File: config.mk
export PLATFORM = sky130hd
export DESIGN_NAME = alu_issue_unit_flat
export DESIGN_NICKNAME = d
export VERILOG_FILES = /design/src/rtl/alu_issue_unit_if.sv /design/src/rtl/alu_issue_unit.sv /design/src/flat_wrapper.sv
export SDC_FILE = /design/constraint.sdc
export NUM_CORES = 1
export LEC_CHECK = 0
export CAP_MARGIN = 20
export CORE_UTILIZATION = 50
export CTS_BUF_LIST = sky130_fd_sc_hd__clkbuf_4
export DETAILED_ROUTE_END_ITERATION = 8
export HOLD_SLACK_MARGIN = 0.08
export PLACE_DENSITY = 0.92
export SLEW_MARGIN = 20
export SYNTH_ARGS = -nofsm -noshare
export SYNTH_HDL_FRONTEND = slang
export SYNTH_SLANG_ARGS = --single-unit
export TNS_END_PERCENT = 1
File: constraint.sdc
create_clock -name CLK -period 3.2 [get_ports CLK]
set_clock_uncertainty 0.2 [all_clocks]
set_input_delay 0.64 -clock CLK [delete_from_list [all_inputs] [get_ports CLK]]
set_output_delay 0.64 -clock CLK [all_outputs]
set_load 0.01 [all_outputs]
File: src/rtl/alu_issue_unit_if.sv
// alu_if: connection to a shared combinational ALU.
//   op        [3:0]  operation code (opaque to the issue unit)
//   operand1  [31:0] first operand
//   operand2  [31:0] second operand
//   result    [31:0] ALU result
//   negative, zero, overflow  ALU status flags
// Modport tb  : initiator side (drives op/operands, samples result/flags).
// Modport dut : ALU side (samples op/operands, drives result/flags).
interface alu_if;
  logic [3:0]  op;
  logic [31:0] operand1;
  logic [31:0] operand2;
  logic [31:0] result;
  logic        negative;
  logic        zero;
  logic        overflow;

  modport tb  (output op, output operand1, output operand2,
               input  result, input negative, input zero, input overflow);
  modport dut (input  op, input operand1, input operand2,
               output result, output negative, output zero, output overflow);
endinterface

File: src/rtl/alu_issue_unit.sv
// alu_issue_unit: initiator for a shared combinational ALU.
// Requests arrive on a valid/ready handshake, are registered onto the ALU
// inputs, the ALU result and flags are captured one cycle later into a
// response FIFO, and responses leave in acceptance order on valid/ready.
//
// Ports:
//   CLK, RST                 clock (rising edge), synchronous active-high reset
//   req_valid/req_ready      request handshake
//   req_op/req_a/req_b       operation and operands
//   req_tag                  opaque tag carried to the response
//   resp_valid/resp_ready    response handshake (FIFO head)
//   resp_result              ALU result
//   resp_neg/zero/ovf        ALU flags
//   resp_tag                 tag of the originating request
//   aluif                    alu_if.tb connection to the ALU
//   stat_issued, stat_ovf    saturating counters (only with ALU_ISSUE_STATS_EN)
//
// Build option: define ALU_ISSUE_STATS_EN to add the statistics counters.
module alu_issue_unit #(
  parameter int DEPTH = 4,
  parameter int TAG_W = 4
) (
  input  logic             CLK,
  input  logic             RST,
  input  logic             req_valid,
  output logic             req_ready,
  input  logic [3:0]       req_op,
  input  logic [31:0]      req_a,
  input  logic [31:0]      req_b,
  input  logic [TAG_W-1:0] req_tag,
  output logic             resp_valid,
  input  logic             resp_ready,
  output logic [31:0]      resp_result,
  output logic             resp_neg,
  output logic             resp_zero,
  output logic             resp_ovf,
  output logic [TAG_W-1:0] resp_tag,
`ifdef ALU_ISSUE_STATS_EN
  output logic [31:0]      stat_issued,
  output logic [31:0]      stat_ovf,
`endif
  alu_if.tb                aluif
);

  localparam int PTR_W = $clog2(DEPTH);
  localparam int CNT_W = PTR_W + 1;
  localparam int ENT_W = 32 + 3 + TAG_W;
  localparam logic [CNT_W-1:0] DEPTH_C = CNT_W'(DEPTH);

  // Issue register
  logic             issue_vld_q, issue_vld_d;
  logic [3:0]       issue_op_q, issue_op_d;
  logic [31:0]      issue_a_q, issue_a_d;
  logic [31:0]      issue_b_q, issue_b_d;
  logic [TAG_W-1:0] issue_tag_q, issue_tag_d;

  // Response FIFO
  logic [ENT_W-1:0] mem_q [DEPTH];
  logic [PTR_W-1:0] wptr_q, wptr_d;
  logic [PTR_W-1:0] rptr_q, rptr_d;
  logic [CNT_W-1:0] count_q, count_d;

  logic             accept_s;
  logic             push_s;
  logic             pop_s;
  logic [ENT_W-1:0] push_entry_s;
  logic [ENT_W-1:0] head_s;

  // Flow control: counting the in-flight issue slot guarantees a FIFO slot
  // for every accepted request, so ready never depends on resp_ready.
  always_comb begin
    req_ready = !RST && ((count_q + CNT_W'(issue_vld_q)) < DEPTH_C);
    accept_s  = req_valid && req_ready;
  end

  // Issue register next state; operands hold while idle so the ALU inputs do not toggle.
  always_comb begin
    issue_vld_d = accept_s;
    if (accept_s) begin
      issue_op_d  = req_op;
      issue_a_d   = req_a;
      issue_b_d   = req_b;
      issue_tag_d = req_tag;
    end else begin
      issue_op_d  = issue_op_q;
      issue_a_d   = issue_a_q;
      issue_b_d   = issue_b_q;
      issue_tag_d = issue_tag_q;
    end
  end

  // FIFO control: push whatever the ALU returned for last cycle's issue.
  always_comb begin
    push_s       = issue_vld_q;
    pop_s        = resp_valid && resp_ready;
    push_entry_s = {aluif.result, aluif.negative, aluif.zero, aluif.overflow, issue_tag_q};
    wptr_d       = push_s ? (wptr_q + PTR_W'(1)) : wptr_q;
    rptr_d       = pop_s  ? (rptr_q + PTR_W'(1)) : rptr_q;
    case ({push_s, pop_s})
      2'b10:   count_d = count_q + CNT_W'(1);
      2'b01:   count_d = count_q - CNT_W'(1);
      default: count_d = count_q;
    endcase
  end

  // Issue and FIFO control registers.
  always_ff @(posedge CLK) begin
    if (RST) begin
      issue_vld_q <= 1'b0;
      issue_op_q  <= 4'd0;
      issue_a_q   <= 32'd0;
      issue_b_q   <= 32'd0;
      issue_tag_q <= '0;
      wptr_q      <= '0;
      rptr_q      <= '0;
      count_q     <= '0;
    end else begin
      issue_vld_q <= issue_vld_d;
      issue_op_q  <= issue_op_d;
      issue_a_q   <= issue_a_d;
      issue_b_q   <= issue_b_d;
      issue_tag_q <= issue_tag_d;
      wptr_q      <= wptr_d;
      rptr_q      <= rptr_d;
      count_q     <= count_d;
    end
  end

  // FIFO storage; contents are only meaningful below count, so no reset is needed.
  always_ff @(posedge CLK) begin
    if (push_s && !RST) begin
      mem_q[wptr_q] <= push_entry_s;
    end
  end

  // Drive ALU and response outputs straight from registered state.
  always_comb begin
    aluif.op       = issue_op_q;
    aluif.operand1 = issue_a_q;
    aluif.operand2 = issue_b_q;
    head_s         = mem_q[rptr_q];
    resp_valid     = (count_q != '0);
    resp_result    = head_s[ENT_W-1 -: 32];
    resp_neg       = head_s[TAG_W+2];
    resp_zero      = head_s[TAG_W+1];
    resp_ovf       = head_s[TAG_W];
    resp_tag       = head_s[TAG_W-1:0];
  end

`ifdef ALU_ISSUE_STATS_EN
  logic [31:0] stat_issued_q, stat_issued_d;
  logic [31:0] stat_ovf_q, stat_ovf_d;

  // Saturating statistics counters.
  always_comb begin
    if (accept_s && (stat_issued_q != 32'hFFFF_FFFF)) begin
      stat_issued_d = stat_issued_q + 32'd1;
    end else begin
      stat_issued_d = stat_issued_q;
    end
    if (push_s && aluif.overflow && (stat_ovf_q != 32'hFFFF_FFFF)) begin
      stat_ovf_d = stat_ovf_q + 32'd1;
    end else begin
      stat_ovf_d = stat_ovf_q;
    end
  end

  // Statistics registers.
  always_ff @(posedge CLK) begin
    if (RST) begin
      stat_issued_q <= 32'd0;
      stat_ovf_q    <= 32'd0;
    end else begin
      stat_issued_q <= stat_issued_d;
      stat_ovf_q    <= stat_ovf_d;
    end
  end

  assign stat_issued = stat_issued_q;
  assign stat_ovf    = stat_ovf_q;
`endif

endmodule

File: src/flat_wrapper.sv
// flat-port wrapper written by rule: the top's interface ports become plain ports
module alu_issue_unit_flat 
#(
  parameter int DEPTH = 4,
  parameter int TAG_W = 4
)
  (CLK, RST, req_valid, req_ready, req_op, req_a, req_b, req_tag, resp_valid, resp_ready, resp_result, resp_neg, resp_zero, resp_ovf, resp_tag, aluif_op, aluif_operand1, aluif_operand2, aluif_result, aluif_negative, aluif_zero, aluif_overflow);
  alu_if aluif_i ();
  input  logic CLK;
  input  logic RST;
  input  logic req_valid;
  output logic req_ready;
  input  logic [3:0] req_op;
  input  logic [31:0] req_a;
  input  logic [31:0] req_b;
  input  logic [TAG_W-1:0] req_tag;
  output logic resp_valid;
  input  logic resp_ready;
  output logic [31:0] resp_result;
  output logic resp_neg;
  output logic resp_zero;
  output logic resp_ovf;
  output logic [TAG_W-1:0] resp_tag;
  output wire logic [$bits(aluif_i.op)-1:0] aluif_op;
  output wire logic [$bits(aluif_i.operand1)-1:0] aluif_operand1;
  output wire logic [$bits(aluif_i.operand2)-1:0] aluif_operand2;
  input wire logic [$bits(aluif_i.result)-1:0] aluif_result;
  input wire logic [$bits(aluif_i.negative)-1:0] aluif_negative;
  input wire logic [$bits(aluif_i.zero)-1:0] aluif_zero;
  input wire logic [$bits(aluif_i.overflow)-1:0] aluif_overflow;
  assign aluif_op = aluif_i.op;
  assign aluif_operand1 = aluif_i.operand1;
  assign aluif_operand2 = aluif_i.operand2;
  assign aluif_i.result = aluif_result;
  assign aluif_i.negative = aluif_negative;
  assign aluif_i.zero = aluif_zero;
  assign aluif_i.overflow = aluif_overflow;
  alu_issue_unit #(.DEPTH(DEPTH), .TAG_W(TAG_W)) u_core (.CLK(CLK), .RST(RST), .req_valid(req_valid), .req_ready(req_ready), .req_op(req_op), .req_a(req_a), .req_b(req_b), .req_tag(req_tag), .resp_valid(resp_valid), .resp_ready(resp_ready), .resp_result(resp_result), .resp_neg(resp_neg), .resp_zero(resp_zero), .resp_ovf(resp_ovf), .resp_tag(resp_tag), .aluif(aluif_i));
endmodule
==> metrics, run 1 <==
status completed; CTS sink count 238; Post-DP HPWL 12.48 mm; Seq pwr share 45.9%; Avg Synthesized Cell Area 18.22 µm²; Hold Violations, Final 0; Top FF cell, synth edfxtp_1; CTS Buffer Depth 3; Net Switching 2.023 mW; Finished Core Util 70.24%; H-tree depth 2; startpoint types flip-flop; Lkg Pwr 4.412 nW; Slew headroom 61.59%; flops & latches, synth 238; max incr delay on CP 0.51 ns; reg2reg setup slack 0.97 ns; Max Slew Vio Count 0; period utilisation layout 97.62%; Hold WC Path Type in2reg; Cell variety after synth 27; top post-synthesis cells by area edfxtp_1 52%, dfxtp_1 18%, mux4_2 9.8%; vias per inst 5.102; Mapped Area 0.008929 mm²; CP required 2.36 ns; Nets 878; Reg-to-Reg Start u_core.count_q[2]$_SDFFE_PP0P_; clock power share 30.6%; Int Pwr 5.855 mW; maximum vdd drop 0.3862 mV; post-synth top area cell edfxtp_1; first-pass GRT wire length 29.55 mm; Gate Count Post-Synth 490; Clk Latency, worst-skew pair 0.67 ns; Root Buffer clkbuf_4; count leader, synth edfxtp_1; cell row count 48; DRC 0; Iter 0 DRT Violations 175; Setup Buffers After CTS 0; I/O pin cnt 220; CP Data Arrival Time 2.28 ns; slowest cell on the critical path mux4_2; IO Port Bufs 219; Crit. End Element output pin; total negative slack 0 ns; async set-reset flop share out of synthesis 0%; Post-synth top cells 156 x edfxtp_1, 82 x dfxtp_1, 72 x nor2b_1; via count 5,255; register area share after synthesis 70.85%; logic gate share of total power 23.4%; # Max-Cap Violations 0; Synth top area share 52.47%; GP Congestion 0.7602; initial antenna violation count 1; crit path cell chain buf_12 > mux4_2 > clkdlybuf4s50_1; die width 135.6 µm; All-Layer GR Usage 21.39%; sw frac 25.68%; Core ar. 0.01736 mm²; TritonCTS clock tree done; final wirelength 19.33 mm; fmax 0.3201 GHz; CTS buffer count 58; hold_buf cts 0; Syn Nets 607; RSZ-0062 raised after global routing false; Starting Density 51.44%; Die Area 0.01840 mm²; grt ovf 0; Die H 135.6 µm; fill cell total of the finished layout 1,062; Least-Margin Pin Slew 0.5761 ns; Final ANT Viol Nets 0; layout cell share with drive strength beyond 1 26.87%; Routed WL per cell 18.77 µm; largest net degree at the start of global routing 49; EDFF count, synth 156; Tmin final 3.124 ns; min-delay src RST; CP Max Fanout 10; Crit Path Class reg2out; first-pass iteration count of the detailed router 4; area grow syn2layout 36.55%; vias in the first global route 5,784; Clk pin slew, worst setup/hold paths 0.07 ns; P per Cell Area 646.2 mW/mm²; final setup vio count 0; Synth Warn # 0
-- layout by cell type, fill, tap and decap left out, types with 2 or more instances in the layout --
cell / Yosys / layout
a21oi_1: 2 / 2
and2_2: 0 / 4
buf_12: 0 / 5
buf_4: 2 / 9
clkbuf_4: 0 / 82
clkdlybuf4s50_1: 0 / 182
clkinv_1: 0 / 16
clkinv_2: 0 / 2
dfxtp_1: 82 / 80
dfxtp_4: 0 / 2
dlygate4sd2_1: 0 / 35
edfxtp_1: 156 / 156
ha_1: 5 / 5
inv_1: 7 / 7
inv_6: 0 / 2
mux2_1: 6 / 6
mux2_2: 66 / 66
mux4_2: 39 / 39
nor2_1: 10 / 10
nor2b_1: 72 / 72
or3_1: 2 / 2
xnor2_1: 3 / 3
xor2_1: 3 / 3
-- sequential cells by signal (all words and copies together) (netlist names), named ones only --
| register | cells |
|---|---|
| u_core.mem_q | 156 |
| u_core.aluif.operand1 | 32 |
| u_core.aluif.operand2 | 32 |
| u_core.aluif.op | 4 |
| u_core.issue_tag_q | 4 |
| u_core.count_q | 3 |
| u_core.rptr_q | 2 |
| u_core.wptr_q | 2 |
| u_core.issue_vld_q | 1 |
-- power by group through the flow --
stage / logic [mW] / clock network, mW / registers (mW)
after floorplan: 0.930 / 0 / 3.68
after global placement: 1.83 / 0 / 3.65
after detailed placement: 1.88 / 0 / 3.66
after CTS: 1.87 / 2.49 / 3.62
after global routing: 1.97 / 2.63 / 3.64
final: 1.85 / 2.41 / 3.62
-- final timing paths --
| kind | end | cells past startpoint |
|---|---|---|
| worst max-delay path | resp_result[16] | 3 |
| worst min-delay path | flip-flop | 3 |
| worst max register to register | u_core.count_q[2]$_SDFFE_PP0P_ | 7 |
| worst min register to register | u_core.mem_q[1][2]$_DFFE_PP_ | 0 |
-- worst max-delay path, delay by kind of cell (launching register included) --
family | cells | cell delay (ns)
buf+inv | 2 | 0.68
flops | 1 | 0.41
mux | 1 | 0.51
-- per-layer routing --
layer,track usage (%),wire length (µm)
met4,8.677,344
met3,8.230,1892
met1,24.41,7462
met5,0,0
met2,35.97,9635
-- kinds of logic after synthesis --
family	after synthesis	share of synthesized area, %
flip-flops	238	70.85
AND/OR/NAND/NOR	91	6.124
XOR/XNOR	6	0.5887
AO/OA/AOI/OAI	5	0.3643
multiplexers	113	19.28
adder cells (fa/ha/maj)	6	0.9249
buffers and inverters	31	1.864
-- through the flow --
stage	setup WS, ns	hold WS, ns	std cells	total power [mW]	area (µm²)
2_1_floorplan	0.4478	0.2525	490	4.612	8929
3_3_place_gp	0.4418	0.2690	924	5.474	11430
3_5_place_dp	0.3666	0.2869	924	5.541	11430
6_report	0.07621	0.2311	1030	7.878	12190
5_1_grt	0.001853	0.1870	1030	8.235	12190
4_1_cts	0.001249	0.1623	1029	7.981	12190
-- cell type report --
type	instances	area, µm²	area share [%]
Multi-Input combinational cell	221	2441	20.02
Tap cell	225	281.5	2.309
Inverter	7	26.28	0.2155
Timing Repair Buffer	235	2374	19.47
Clock inverter	21	117.6	0.9647
Clock buffer	82	615.6	5.049
Sequential cell	238	6334	51.95
Antenna cell	1	2.502	0.02053
-- repair_timing --
action | in CTS | in global routing
endpoints found under the hold margin | 0 | 0
gates resized for setup | 38 | 1
endpoints found under the setup margin | 39 | 1
pin swaps | 0 | 0
cloned | 2 | 0
(Power assumes the default switching activity.)
==> inputs of run 2 (changes only) <==
CORE_UTILIZATION = 51   (was 50)
PLACE_DENSITY = 0.93   (was 0.92)
==> run 2 against run 1 <==
- hold slack worse by 0.066 ns
- maximum frequency is 1.7% higher
- combinational power is essentially flat
- sequential cell count stayed put
- critical endpoint unchanged
==> metrics, run 2 (synthesis gave the netlist of run 1 again) <==
DRC 0; largest net degree at the start of global routing 74; Placed Cells 920; Layout Cells excl Fill 1,021; final wirelength 18.80 mm; layout cell share with drive strength beyond 1 27.26%; cell area after layout 0.01220 mm²; fmax 0.3256 GHz; Clk pin slew, worst setup/hold paths 0.07 ns; Ant. Diodes 0; I/O pin cnt 220; period utilisation layout 95.97%; status completed; most common cell after layout, fill and taps aside clkdlybuf4s50_1; TritonCTS clock tree done; Starting Density 51.98%; Slew headroom 52.42%; GP Congestion 0.7889; CTS Buffer Depth 3; Max Slew Vio Count 0; Nets 872; Placement Cell Area 0.01139 mm²; Lkg Pwr 4.574 nW; Hold Violations, Final 0; Root Buffer clkbuf_4; Die Area 0.01804 mm²; Finished Core Util 71.01%; startpoint types flip-flop; most frequent cells in the layout 183 x clkdlybuf4s50_1, 156 x edfxtp_1, 88 x clkbuf_4, 80 x dfxtp_1, 72 x nor2b_1; H-tree depth 2; total negative slack 0 ns; number of flip-flops under the largest register name 156; cell row count 48; Tmin final 3.071 ns; Clk Latency, worst-skew pair 0.66 ns; CTS sink count 238; R2R depth 7; worst slack at placement 0.3316 ns; Crit Path Class reg2out; RSZ-0062 raised after global routing false; CP Data Arrival Time 2.23 ns; initial antenna violation count 0; final worst slack 0.1288 ns; vias per inst 5.111; Post-DP HPWL 12.21 mm; first-pass GRT wire length 29.10 mm; Least-Margin Pin Slew 0.7137 ns; Routed WL per cell 18.42 µm; hold slack 0.1655 ns; first-pass iteration count of the detailed router 6; Final ANT Viol Nets 0; die width 134.3 µm; vias in the first global route 5,689; P per Cell Area 645.0 mW/mm²; Crit. End Element output pin; hold_buf cts 0; Tot Pwr 7.867 mW; Reg with most FFs u_core.mem_q; Hold WC Path Type in2reg; CP Max Fanout 4; grt ovf 0; CP required 2.36 ns; maximum vdd drop 0.4129 mV; All-Layer GR Usage 21.19%; CTS buffer count 56; IO Port Bufs 219; Iter 0 DRT Violations 214; area grow syn2layout 36.60%; Die H 134.3 µm; # Max-Cap Violations 0; Core ar. 0.01718 mm²; final setup vio count 0; hold path depth 2; via count 5,218
[run 2: what timing repair did]
action                                  CTS  global route
buffers inserted                          2             0
gates resized for setup                  11            26
endpoints found under the setup margin   39            26
[run 2: layout make-up]
cell class	count	area (µm²)
flip-flops and latches	238	6334
repair buffers	231	2381
inverters	7	26.28
clock inverters	11	72.57
multi-input cells	221	2441
clock buffers	88	660.6
well taps	225	281.5
fillers	1078	4980
[run 2: path summary, 6_finish.rpt]
check / start / end / slack, ns
hold / removal: RST / u_core.count_q[0]$_SDFFE_PP0P_ / 0.17
hold reg to reg: u_core.issue_tag_q[0]$_SDFFE_PP0P_ / u_core.mem_q[1][0]$_DFFE_PP_ / 0.30
setup reg to reg: u_core.count_q[2]$_SDFFE_PP0P_ / u_core.count_q[2]$_SDFFE_PP0P_ / 0.92
setup / recovery: flip-flop / resp_result[16] / 0.13
[run 2: worst max-delay path: stages, from the launching register on]
cell and delay [ns]:
dfxtp_4 0.39, buf_4 0.16, mux4_2 0.52, clkdlybuf4s50_1 0.50
[run 2: metal layers]
| layer | routed length, µm | global-route usage, % |
|---|---|---|
| met5 | 0 | 0 |
| met1 | 7089 | 23.64 |
| met2 | 9661 | 36.96 |
| met4 | 342 | 7.678 |
| met3 | 1709 | 7.974 |
[run 2: where the power goes]
group | total (mW) | switching (mW) | internal, mW | leakage [nW]
combinational | 1.83 | 0.721 | 1.11 | 2.04
sequential | 3.61 | 0.132 | 3.48 | 2.09
clock | 2.42 | 1.10 | 1.32 | 0.438
total | 7.87 | 1.96 | 5.91 | 4.57
